--- config.mk ---
export PLATFORM = sky130hd
export DESIGN_NAME = univ_shift_reg
export DESIGN_NICKNAME = d
export VERILOG_FILES = /design/src/rtl/univ_shift_pkg.sv /design/src/rtl/usr_step.sv /design/src/rtl/univ_shift_reg.sv
export SDC_FILE = /design/constraint.sdc
export NUM_CORES = 1
export LEC_CHECK = 0
export ABC_AREA = 1
export BUFFER_PORTS_ARGS = -buffer_cell sky130_fd_sc_hd__buf_2
export CELL_PAD_IN_SITES_DETAIL_PLACEMENT = 1
export CELL_PAD_IN_SITES_GLOBAL_PLACEMENT = 1
export CORE_MARGIN = 1
export CORE_UTILIZATION = 37
export CTS_CLUSTER_SIZE = 30
export DETAILED_ROUTE_END_ITERATION = 6
export PLACE_DENSITY_LB_ADDON = 0.05
export SLEW_MARGIN = 25
export SYNTH_ARGS = -nofsm -noshare
export SYNTH_HDL_FRONTEND = slang
export SYNTH_SLANG_ARGS = --single-unit
--- constraint.sdc ---
create_clock -name i_clk -period 1.5 [get_ports i_clk]
set_input_delay 0.3 -clock i_clk [delete_from_list [all_inputs] [get_ports i_clk]]
set_output_delay 0.3 -clock i_clk [all_outputs]
set_load 0.01 [all_outputs]
--- src/rtl/univ_shift_pkg.sv ---
// Shared types for the universal shift register: command opcodes and FSM states.
package univ_shift_pkg;

  typedef enum logic [2:0] {
    MODE_HOLD  = 3'b000,
    MODE_LOAD  = 3'b001,
    MODE_SHL   = 3'b010,
    MODE_SHR   = 3'b011,
    MODE_ROL   = 3'b100,
    MODE_ROR   = 3'b101,
    MODE_SHRA  = 3'b110,
    MODE_CLEAR = 3'b111
  } mode_t;

  typedef enum logic [1:0] {
    ST_IDLE  = 2'b00,
    ST_SHIFT = 2'b01,
    ST_DONE  = 2'b10
  } state_t;

endpackage

--- src/rtl/usr_step.sv ---
// Combinational single-bit step: next register value and the bit that leaves it.
module usr_step
  import univ_shift_pkg::*;
#(
  parameter int WIDTH = 8
) (
  input  logic [WIDTH-1:0] value,
  input  mode_t            mode,
  input  logic             fill,
  output logic [WIDTH-1:0] next_value,
  output logic             out_bit
);

  always_comb begin
    next_value = value;
    out_bit    = 1'b0;
    unique case (mode)
      MODE_SHL: begin
        next_value = {value[WIDTH-2:0], fill};
        out_bit    = value[WIDTH-1];
      end
      MODE_SHR: begin
        next_value = {fill, value[WIDTH-1:1]};
        out_bit    = value[0];
      end
      MODE_ROL: begin
        next_value = {value[WIDTH-2:0], value[WIDTH-1]};
        out_bit    = value[WIDTH-1];
      end
      MODE_ROR: begin
        next_value = {value[0], value[WIDTH-1:1]};
        out_bit    = value[0];
      end
      MODE_SHRA: begin
        next_value = {value[WIDTH-1], value[WIDTH-1:1]};
        out_bit    = value[0];
      end
      default: begin
        next_value = value;
        out_bit    = 1'b0;
      end
    endcase
  end

endmodule

--- src/rtl/univ_shift_reg.sv ---
// Universal shift register: load/clear/hold or N-step shift/rotate under busy/done.
// Optional macro UNIV_SHIFT_PARITY_EN adds a registered o_parity output.
module univ_shift_reg
  import univ_shift_pkg::*;
#(
  parameter  int WIDTH = 8,
  localparam int CNT_W = $clog2(WIDTH) + 1
) (
  input  logic             i_clk,
  input  logic             i_rst_n,
  input  logic             i_start,
  input  logic [2:0]       i_mode,
  input  logic [CNT_W-1:0] i_amount,
  input  logic [WIDTH-1:0] i_data,
  input  logic             i_serial,
  output logic             o_busy,
  output logic             o_done,
  output logic [WIDTH-1:0] o_storedValue,
  output logic             o_serial
`ifdef UNIV_SHIFT_PARITY_EN
  ,
  output logic             o_parity
`endif
);

  localparam logic [CNT_W-1:0] MAX_AMT = CNT_W'(WIDTH);

  state_t           state_q, state_d;
  mode_t            mode_q, mode_d, cmd;
  logic [CNT_W-1:0] cnt_q, cnt_d, amt;
  logic [WIDTH-1:0] reg_q, reg_d, step_val;
  logic             ser_q, ser_d, step_out;

  assign cmd = mode_t'(i_mode);
  assign amt = (i_amount > MAX_AMT) ? MAX_AMT : i_amount;

  usr_step #(
    .WIDTH(WIDTH)
  ) u_step (
    .value     (reg_q),
    .mode      (mode_q),
    .fill      (i_serial),
    .next_value(step_val),
    .out_bit   (step_out)
  );

  always_comb begin
    state_d = state_q;
    mode_d  = mode_q;
    cnt_d   = cnt_q;
    reg_d   = reg_q;
    ser_d   = ser_q;
    unique case (state_q)
      ST_IDLE: begin
        if (i_start) begin
          unique case (cmd)
            MODE_LOAD: begin
              reg_d   = i_data;
              state_d = ST_DONE;
            end
            MODE_CLEAR: begin
              reg_d   = '0;
              state_d = ST_DONE;
            end
            MODE_HOLD: state_d = ST_DONE;
            default: begin
              if (amt == '0) begin
                state_d = ST_DONE;
              end else begin
                mode_d  = cmd;
                cnt_d   = amt;
                state_d = ST_SHIFT;
              end
            end
          endcase
        end
      end
      // Counter holds the remaining steps; the last step is taken when it reads 1.
      ST_SHIFT: begin
        reg_d = step_val;
        ser_d = step_out;
        cnt_d = cnt_q - CNT_W'(1);
        if (cnt_q == CNT_W'(1)) state_d = ST_DONE;
      end
      ST_DONE: state_d = ST_IDLE;
      default: state_d = ST_IDLE;
    endcase
  end

  always_ff @(posedge i_clk or negedge i_rst_n) begin
    if (!i_rst_n) begin
      state_q <= ST_IDLE;
      mode_q  <= MODE_HOLD;
      cnt_q   <= '0;
      reg_q   <= '0;
      ser_q   <= 1'b0;
    end else begin
      state_q <= state_d;
      mode_q  <= mode_d;
      cnt_q   <= cnt_d;
      reg_q   <= reg_d;
      ser_q   <= ser_d;
    end
  end

  assign o_busy        = (state_q != ST_IDLE);
  assign o_done        = (state_q == ST_DONE);
  assign o_storedValue = reg_q;
  assign o_serial      = ser_q;

`ifdef UNIV_SHIFT_PARITY_EN
  logic parity_q;

  always_ff @(posedge i_clk or negedge i_rst_n) begin
    if (!i_rst_n) parity_q <= 1'b0;
    else          parity_q <= ^reg_d;
  end

  assign o_parity = parity_q;
`endif

endmodule

# After elaboration in Yosys (flattened, before gate mapping)
# Index checks and enable logic that the tools add are counted.
[op_classes] muxes=15 shift=0 mul=0 eq_ne=18 magnitude_cmp=1 n_reduce_logical=13 n_addsub=1 div_mod_pow=0 n_bitwise=2
[op_table] cell="$pmux W8 S5" count=1
[op_table] cell="$pmux W8 S2" count=2
[op_table] cell="$mux W4" count=4
[op_table] cell="$eq A3 B3 Y1 const B" count=4
[op_table] cell="$reduce_and A4 Y1" count=3
[op_table] cell="$ne A2 B2 Y1 const B" count=5
[op_table] cell="$mux W2" count=4
[op_table] cell="$mux W8" count=1
[op_table] cell="$pmux W4 S2" count=1
[op_table] cell="$eq A3 B2 Y1 const B" count=2
[op_table] cell="$ne A6 B1 Y1 const B" count=1
[op_table] cell="$reduce_or A3 Y1" count=2
[op_table] cell="$ne A5 B1 Y1 const B" count=1
[op_table] cell="$reduce_and A5 Y1" count=1
[op_table] cell="$eq A4 B1 Y1 const B" count=1
[op_table] cell="$gt A4 B4 Y1 const B" count=1
[op_table] cell="$logic_not A4 Y1" count=1
[op_table] cell="$pmux W2 S2" count=1
[op_table] cell="$reduce_bool A2 Y1" count=2
[op_table] cell="$sub A4 B1 Y4 const B" count=1
[op_table] cell="$eq A3 B1 Y1 const B" count=1
[op_table] cell="$logic_not A3 Y1" count=1
[op_table] cell="$ne A3 B1 Y1 const B" count=1
[op_table] cell="$eq A2 B1 Y1 const B" count=1
[op_table] cell="other kinds (6)" count=7
[word_totals] elab_cells=56 romBits=0 out_inout_bits=11 reg_bits=18 latchBits=0 mem_bits_rw=0 memories=0

# Logic depth before layout (Yosys ltp)
# Gate-level depths: netlist of run 1.
[depth] ltp_word=7 ltp_mapped=9 depth_no_buf=8

# By module
# From an unflattened synthesis of run 1, not the netlist that was laid out.
[hier_totals] hier_cells=219 area_unflattened_um2=1375.1
[modules_own_cells] module="univ_shift_reg" n_inst=1 cells_each=146 area_per_inst_um2=1033.5
[modules_own_cells] module="usr_step" n_inst=1 cells_each=73 area_per_inst_um2=341.6

# Least setup slack after synthesis of run 1
# OpenSTA, ideal clock, no wires.
[synth_timing] path_type="register to register" startpoint="register mode_q[0]" endpoint="register reg_q[7], in the netlist o_storedValue[7]" stages_incl_launch_ff=8 arrival_time_ns=1.122 setup_ns=0.120 synth_period_minus_slack_ns=1.243 slack_ns=0.257 path_cell_list="dfrtp_1 > inv_1 > nand3_4 > buf_6 > o21ai_0 > nor2_1 > nand3_1 > nand2_1"
[synth_via] elab_chain_len=3
[synth_lines] element="start, declared" line="univ_shift_reg.sv:29" rtl="mode_t mode_q, mode_d, cmd;"
[synth_lines] element="start signal, assigned" line="univ_shift_reg.sv:99" rtl="mode_q <= mode_d;"
[synth_lines] element="$eq A3 B3 Y1 or $eq A3 B2 Y1 (tied branches)" line="usr_step.sv:17" rtl="unique case (mode)"
[synth_lines] element="$pmux W8 S5 (tied with other cells)" line="usr_step.sv:17"
[synth_lines] element="$pmux W8 S2 or $reduce_and A5 Y1 (tied branches)"
[synth_lines] element="end signal, assigned" line="univ_shift_reg.sv:101" rtl="reg_q <= reg_d;"
[synth_lines] element="end, declared" line="univ_shift_reg.sv:31" rtl="logic [WIDTH-1:0] reg_q, reg_d, step_val;"
# Several ways; a longest one is shown, not always the timed one.
# A chain may end at the register's enable or synchronous reset.

# Worst setup path in the final report of run 1
[layout_timing] startpoint="register state_q[0]" endpoint="output o_done"
[layout_via] elab_chain_len=1
[layout_lines] element="start, declared" line="univ_shift_reg.sv:28" rtl="state_t state_q, state_d;"
[layout_lines] element="start signal, assigned" line="univ_shift_reg.sv:98" rtl="state_q <= state_d;"
[layout_lines] element="$eq A2 B2 Y1" line="univ_shift_reg.sv:107" rtl="assign o_done = (state_q == ST_DONE);"
[layout_lines] element="end, declared" line="univ_shift_reg.sv:17" rtl="output logic o_done,"
# No other way between the ends.

==> impl_metrics.ini, run 1 <==
[yosys]
asyncSetResetFlopFracSynth_pct = 100
synth_enable_flop_cells = 0
syn_inst = 182
synthDominantCellAreaShare_pct = 35.1
yosys.cell_types.count = 22
postSynthRegisterBits = 18
synth_fp_nets = 203
avgSynthCellArea_sq_um = 7.06
synth-main-ff-cell = sky130_fd_sc_hd__dfrtp_1
synth.most_common_cell = sky130_fd_sc_hd__nand2_1
post_synth_most_frequent_cells = sky130_fd_sc_hd__nand2_1, sky130_fd_sc_hd__inv_1, sky130_fd_sc_hd__nand3_1, sky130_fd_sc_hd__dfrtp_1, sky130_fd_sc_hd__nor2_1
netlist_top_cells_area = sky130_fd_sc_hd__dfrtp_1, sky130_fd_sc_hd__nand2_1, sky130_fd_sc_hd__nand3_1, sky130_fd_sc_hd__inv_1, sky130_fd_sc_hd__nand4_1
area_leader_netlist = sky130_fd_sc_hd__dfrtp_1
yosysWarningCount = 0
syn-cell-area_sq_um = 1280
synth.yosys.seq_area_share_pct = 35.1

[place]
hpwl_microns = 2820
portBuffers = 29
placed_cells_incl_taps = 255
place.gp.congestion = 0.822

[floorplan]
core_region_area_sq_um = 3340
floorplan.initialDensity_pct = 38.5
fp.dieH_microns = 60.9
die_x_microns = 60.9
io_pins = 30
num_rows = 21
design.die.area_sq_um = 3710

[cells_and_area]
core_occupancy_in_the_finished_layout_pct = 46.2
fin_nets = 238
final-seq-area_sq_um = 452
antenna-diode-count = 0
final-instance-count-excl-fill = 261
multi_input_comb_area_sq_um = 704
drive_above_1_share_pct = 23.7
fillers = 458
syn2layout_area_growth_pct = 19.9

[timing]
tightestPinTransition_ps = 451
timing.setup.tns_ps = 0
fin_skew_ps = 3.94
f_max_ghz = 0.697
post-route-period-util_pct = 95.6
hold_violation_count_in_the_final_report = 0
rsz0062_at_grt = no
timing.final.setup_violations = 0
relSlewSlack_pct = 69.9
report.final.slew_viol_count = 0
period_minus_slack_ps = 1430

[power_and_ir_drop]
vdd_ir_drop_max_mv = 1.01
p_leak_nw = 0.823
cellPowerDensity_nw_per_um2 = 2070

[routing]
firstDrtPassIters = 4
vias = 1358
first_iter_violations = 42
route.met3.wl_microns = 91
vias_per_cell = 5.20
dr_wl_met2_microns = 1930
route.detailed.drc = 0
drt-wirelength-per-cell_microns = 14.1
highest_layer = met4
ant_nets = 0
wl_met1_microns = 1560
drt_wl_total_microns = 3670

[setup_path]
worstReg2RegStart = mode_q[2]
worstSetupPathType = reg -> out
worstSetupEndpointType = output port
crit_arrival_ps = 1130
critPathLaunchType = flip-flop
worst_setup_path_startpoint = state_q[0]
cp_data_required_time_ps = 1200
max_fo_critical_path = 3
r2r_slack_ps = 120

[grt]
gr-usage-all-layers_pct = 21.8
grt_antenna_before_repair = 0
grt_start_max_net_pins = 20
global_route_wire_length_before_repair_microns = 5870
gr-total-overflow = 0
first_global_vias = 1332

[clocking]
maximum_clock_path_buffer_count = 2
htreeDepth = 1
cts.clk_slew.worst_paths_ps = 110
clkSinkCount = 18
numCtsBuffers = 3
insertion_delay_ps = 310
cts_root_cell = sky130_fd_sc_hd__clkbuf_4
cts_tree = built

[outcome]
run_status = completed

[job]
maxCapViolCount = 0

[hold_path]
hold_class = in -> reg
min_from = i_mode[0]
## cells in the final DEF (no fill, tap or decap)
cell type,n
sky130_fd_sc_hd__a21oi_1,8
sky130_fd_sc_hd__buf_12,2
sky130_fd_sc_hd__dfrtp_1,17
sky130_fd_sc_hd__nand2_1,59
sky130_fd_sc_hd__xor2_1,1
sky130_fd_sc_hd__nor2_1,14
sky130_fd_sc_hd__nand2_2,2
sky130_fd_sc_hd__inv_1,19
sky130_fd_sc_hd__buf_4,4
sky130_fd_sc_hd__nand3_4,3
sky130_fd_sc_hd__o22ai_1,2
sky130_fd_sc_hd__nand4_4,1
sky130_fd_sc_hd__dlygate4sd3_1,1
sky130_fd_sc_hd__clkbuf_4,3
sky130_fd_sc_hd__nand3_1,19
sky130_fd_sc_hd__ha_1,2
sky130_fd_sc_hd__buf_2,29
sky130_fd_sc_hd__nand3_2,2
sky130_fd_sc_hd__nand4_1,12
sky130_fd_sc_hd__inv_2,2
sky130_fd_sc_hd__o21ai_0,7
sky130_fd_sc_hd__nor2_2,2
sky130_fd_sc_hd__a31oi_1,2
sky130_fd_sc_hd__dfrtp_2,1
sky130_fd_sc_hd__o211ai_1,1
## cell type report
cell class / instances / area share (%)
clock buffers: 3 / 1.46
inverters: 21 / 5.12
multi-input cells: 137 / 45.7
flip-flops and latches: 18 / 29.3
well taps: 46 / 3.74
repair buffers: 36 / 14.6
## cell families after synthesis
group,share of synthesized area (%)
AND/OR/NAND/NOR,43.6
buffers and inverters,10.3
AO/OA/AOI/OAI,8.37
flip-flops,35.1
adder cells (fa/ha/maj),1.95
XOR/XNOR,0.682
## routing by layer
metal	global-route usage, %	vias up
li1	-	668
met1	25.3	656
met2	40.3	24
met3	3.20	10
met4	7.79	0
met5	0	-
## flip-flops by register name, summed over array words and instances, names as in the netlist
name / flops
cnt_q: 4
mode_q: 3
state_q: 2
o_storedValue: 8
o_serial: 1
## worst max-delay path, stage by stage, from the launching register on
cell and delay [ps]:
sky130_fd_sc_hd__dfrtp_1 420, sky130_fd_sc_hd__buf_4 150, sky130_fd_sc_hd__nor2_1 120, sky130_fd_sc_hd__buf_2 140
## final timing paths
check                                   endpoint  depth (start not counted)
worst min-delay path                   mode_q[0]                          3
max in group asynchronous              mode_q[0]                          2
worst min register to register          cnt_q[3]                          2
worst max register to register  o_storedValue[4]                          7
min in group asynchronous       o_storedValue[0]                          2
worst max-delay path                      o_done                          3
## stage by stage
step | total power [mW] | area [sq um] | hold slack (ps) | setup slack [ps]
floorplan | 2.35 | 1280 | 4.41 | 257
global placement | 2.79 | 1480 | 265 | 129
detailed placement | 2.89 | 1480 | 267 | 44.9
CTS | 3.16 | 1510 | 266 | 19.9
global route | 3.51 | 1540 | 310 | 6.78
finish | 3.19 | 1540 | 268 | 66.2
## power breakdown
part / switching (mW) / internal [mW]
registers: 0.240 / 0.721
clock network: 0.168 / 0.0939
logic: 1.22 / 0.752
## what timing repair did
item                                   4_1_cts  5_1_grt
setup endpoints to repair                    0        7
setup buffers                                0        2
resized for setup                            0        3
hold buffers                                 1        0
endpoints found under the hold margin       18        0
No activity file was read; power rests on OpenSTA's default activity.
==> run 2: changes to the inputs <==
- BUFFER_PORTS_ARGS: -buffer_cell sky130_fd_sc_hd__buf_2 -> -buffer_cell sky130_fd_sc_hd__buf_4
- CORE_UTILIZATION: 37 -> 39
- CTS_BUF_LIST: default -> sky130_fd_sc_hd__clkbuf_8
==> impl_metrics.ini, run 2 (synthesis results as in run 1) <==
[outcome]
run_status = completed

[setup_path]
critical_path.cell_chain = inv_2, nor2_2, inv_1, nand2_2, nand3_2, nand2_1, nand2_1
worstSetupPathType = reg -> reg
max_fo_critical_path = 7
critPathLaunchType = flip-flop
cp_top_family = simple AND/OR/NAND/NOR gates
crit_path_max_incr_delay_ps = 410
critical_path_depth = 7
worstPathBufferInverterCount = 2
crit_arrival_ps = 1550
cp_data_required_time_ps = 1650
reg2regPathDepth = 7
crit_path_top_delay_cell = sky130_fd_sc_hd__dfrtp_1
worstSetupEndpointType = flip-flop
worstReg2RegStart = state_q[0]
worst_setup_path_startpoint = state_q[0]
crit_top_cell = sky130_fd_sc_hd__nand2_1

[grt]
grt_antenna_before_repair = 0
first_global_vias = 1319
global_route_wire_length_before_repair_microns = 5870
grt_start_max_net_pins = 20
gr-usage-all-layers_pct = 22.1
gr-total-overflow = 0

[clocking]
clkSinkCount = 18
maximum_clock_path_buffer_count = 2
numCtsBuffers = 3
cts_root_cell = sky130_fd_sc_hd__clkbuf_8
htreeDepth = 1
insertion_delay_ps = 260
cts_tree = built
cts.clk_slew.worst_paths_ps = 80
cts_setup_buffers = 0

[cells_and_area]
largest_reg_flops = 8
drive_above_1_share_pct = 23.3
fin_nets = 237
syn2layout_area_growth_pct = 26.4
final-instance-count-excl-fill = 259
most_frequent_cells_in_the_layout = sky130_fd_sc_hd__nand2_1, sky130_fd_sc_hd__buf_4, sky130_fd_sc_hd__inv_1, sky130_fd_sc_hd__nand3_1, sky130_fd_sc_hd__dfrtp_1
antenna-diode-count = 0
final_common_cell = sky130_fd_sc_hd__nand2_1
fillers = 427

[place]
place.gp.congestion = 0.820
hpwl_microns = 2690
portBuffers = 29
placed_cells_incl_taps = 253

[timing]
tightestPinTransition_ps = 349
timing.setup.tns_ps = 0
timing.final.setup_violations = 0
hold_ws_ps = 317
f_max_ghz = 0.717
hold_violation_count_in_the_final_report = 0
period_minus_slack_ps = 1390
relSlewSlack_pct = 76.7
report.final.slew_viol_count = 0
post-route-period-util_pct = 92.9
fin_skew_ps = 1.96

[floorplan]
core_region_area_sq_um = 3080
io_pins = 30
floorplan.initialDensity_pct = 41.7
num_rows = 20
fp.dieH_microns = 59.4
die_x_microns = 59.4
design.die.area_sq_um = 3530

[routing]
route.detailed.drc = 0
first_iter_violations = 57
firstDrtPassIters = 4
drt-wirelength-per-cell_microns = 14.4
vias = 1330
drt_wl_total_microns = 3720
ant_nets = 0
vias_per_cell = 5.14

[job]
maxCapViolCount = 0

[hold_path]
min_from = i_mode[0]
hold_class = in -> reg
min_delay_path_depth = 3

[power_and_ir_drop]
p_leak_nw = 0.850
vdd_ir_drop_max_mv = 0.751
finalPower_mw = 3.42
cellPowerDensity_nw_per_um2 = 2110
run 2: changes by cell type in the layout (fill, tap and decap cells not counted):
| cell | change |
|---|---|
| sky130_fd_sc_hd__buf_12 | -1 |
| sky130_fd_sc_hd__buf_2 | -29 |
| sky130_fd_sc_hd__buf_4 | +28 |
| sky130_fd_sc_hd__clkbuf_4 | -3 |
| sky130_fd_sc_hd__clkbuf_8 | +4 |
| sky130_fd_sc_hd__dfrtp_1 | +1 |
| sky130_fd_sc_hd__dfrtp_2 | -1 |
| sky130_fd_sc_hd__nand3_2 | +1 |
| sky130_fd_sc_hd__o21ai_0 | -1 |
| sky130_fd_sc_hd__o21ai_1 | +1 |
run 2: tightest hold or removal path: cells and delay by family:
family / cells / cell delay, ps
AO/OA/AOI/OAI: 1 / 70
buffers and inverters: 2 / 160
run 2: per-layer routing:
| layer | share of wire [%] | vias up | global-route usage, % | wire length [microns] |
|---|---|---|---|---|
| met5 | 0 | - | 0 | 0 |
| met4 | 0 | 0 | 3.40 | 0 |
| met3 | 3.7 | 0 | 3.49 | 139 |
| met2 | 52 | 30 | 40.9 | 1940 |
| li1 | - | 666 | - | - |
| met1 | 44 | 634 | 27.1 | 1640 |
run 2: metrics by stage:
step	utilization, %	setup WS, ps	area, sq um
floorplan	-	257	1280
global placement	50.2	152	1550
detailed placement	50.2	80.4	1550
CTS	52.4	64.4	1610
global route	52.8	-2.41	1620
finish	52.8	106	1620
run 2: repair_timing:
item / in CTS / in global routing
endpoints found under the hold margin: 18 / 0
gates resized for setup: 0 / 3
hold buffers: 1 / 0
endpoints found under the setup margin: 0 / 5
run 2: power breakdown:
group | internal, mW | switching [mW]
sequential | 0.720 | 0.262
clock | 0.234 | 0.186
combinational | 0.808 | 1.21
run 2: layout make-up:
class | count | area, sq um | area share [%]
Inverter | 21 | 78.8 | 4.85
Clock buffer | 4 | 55.1 | 3.39
Timing Repair Buffer | 34 | 270 | 16.6
Multi-Input combinational cell | 138 | 714 | 44.0
Tap cell | 44 | 55.1 | 3.39
Sequential cell | 18 | 450 | 27.7
run 2: worst paths after layout:
path / to / slack [ps]
max: o_storedValue[0] / 110
min: mode_q[0] / 320
max reg2reg: o_storedValue[0] / 110
min reg2reg: cnt_q[3] / 520
max in group asynchronous: state_q[0] / 820
min in group asynchronous: o_serial / 470
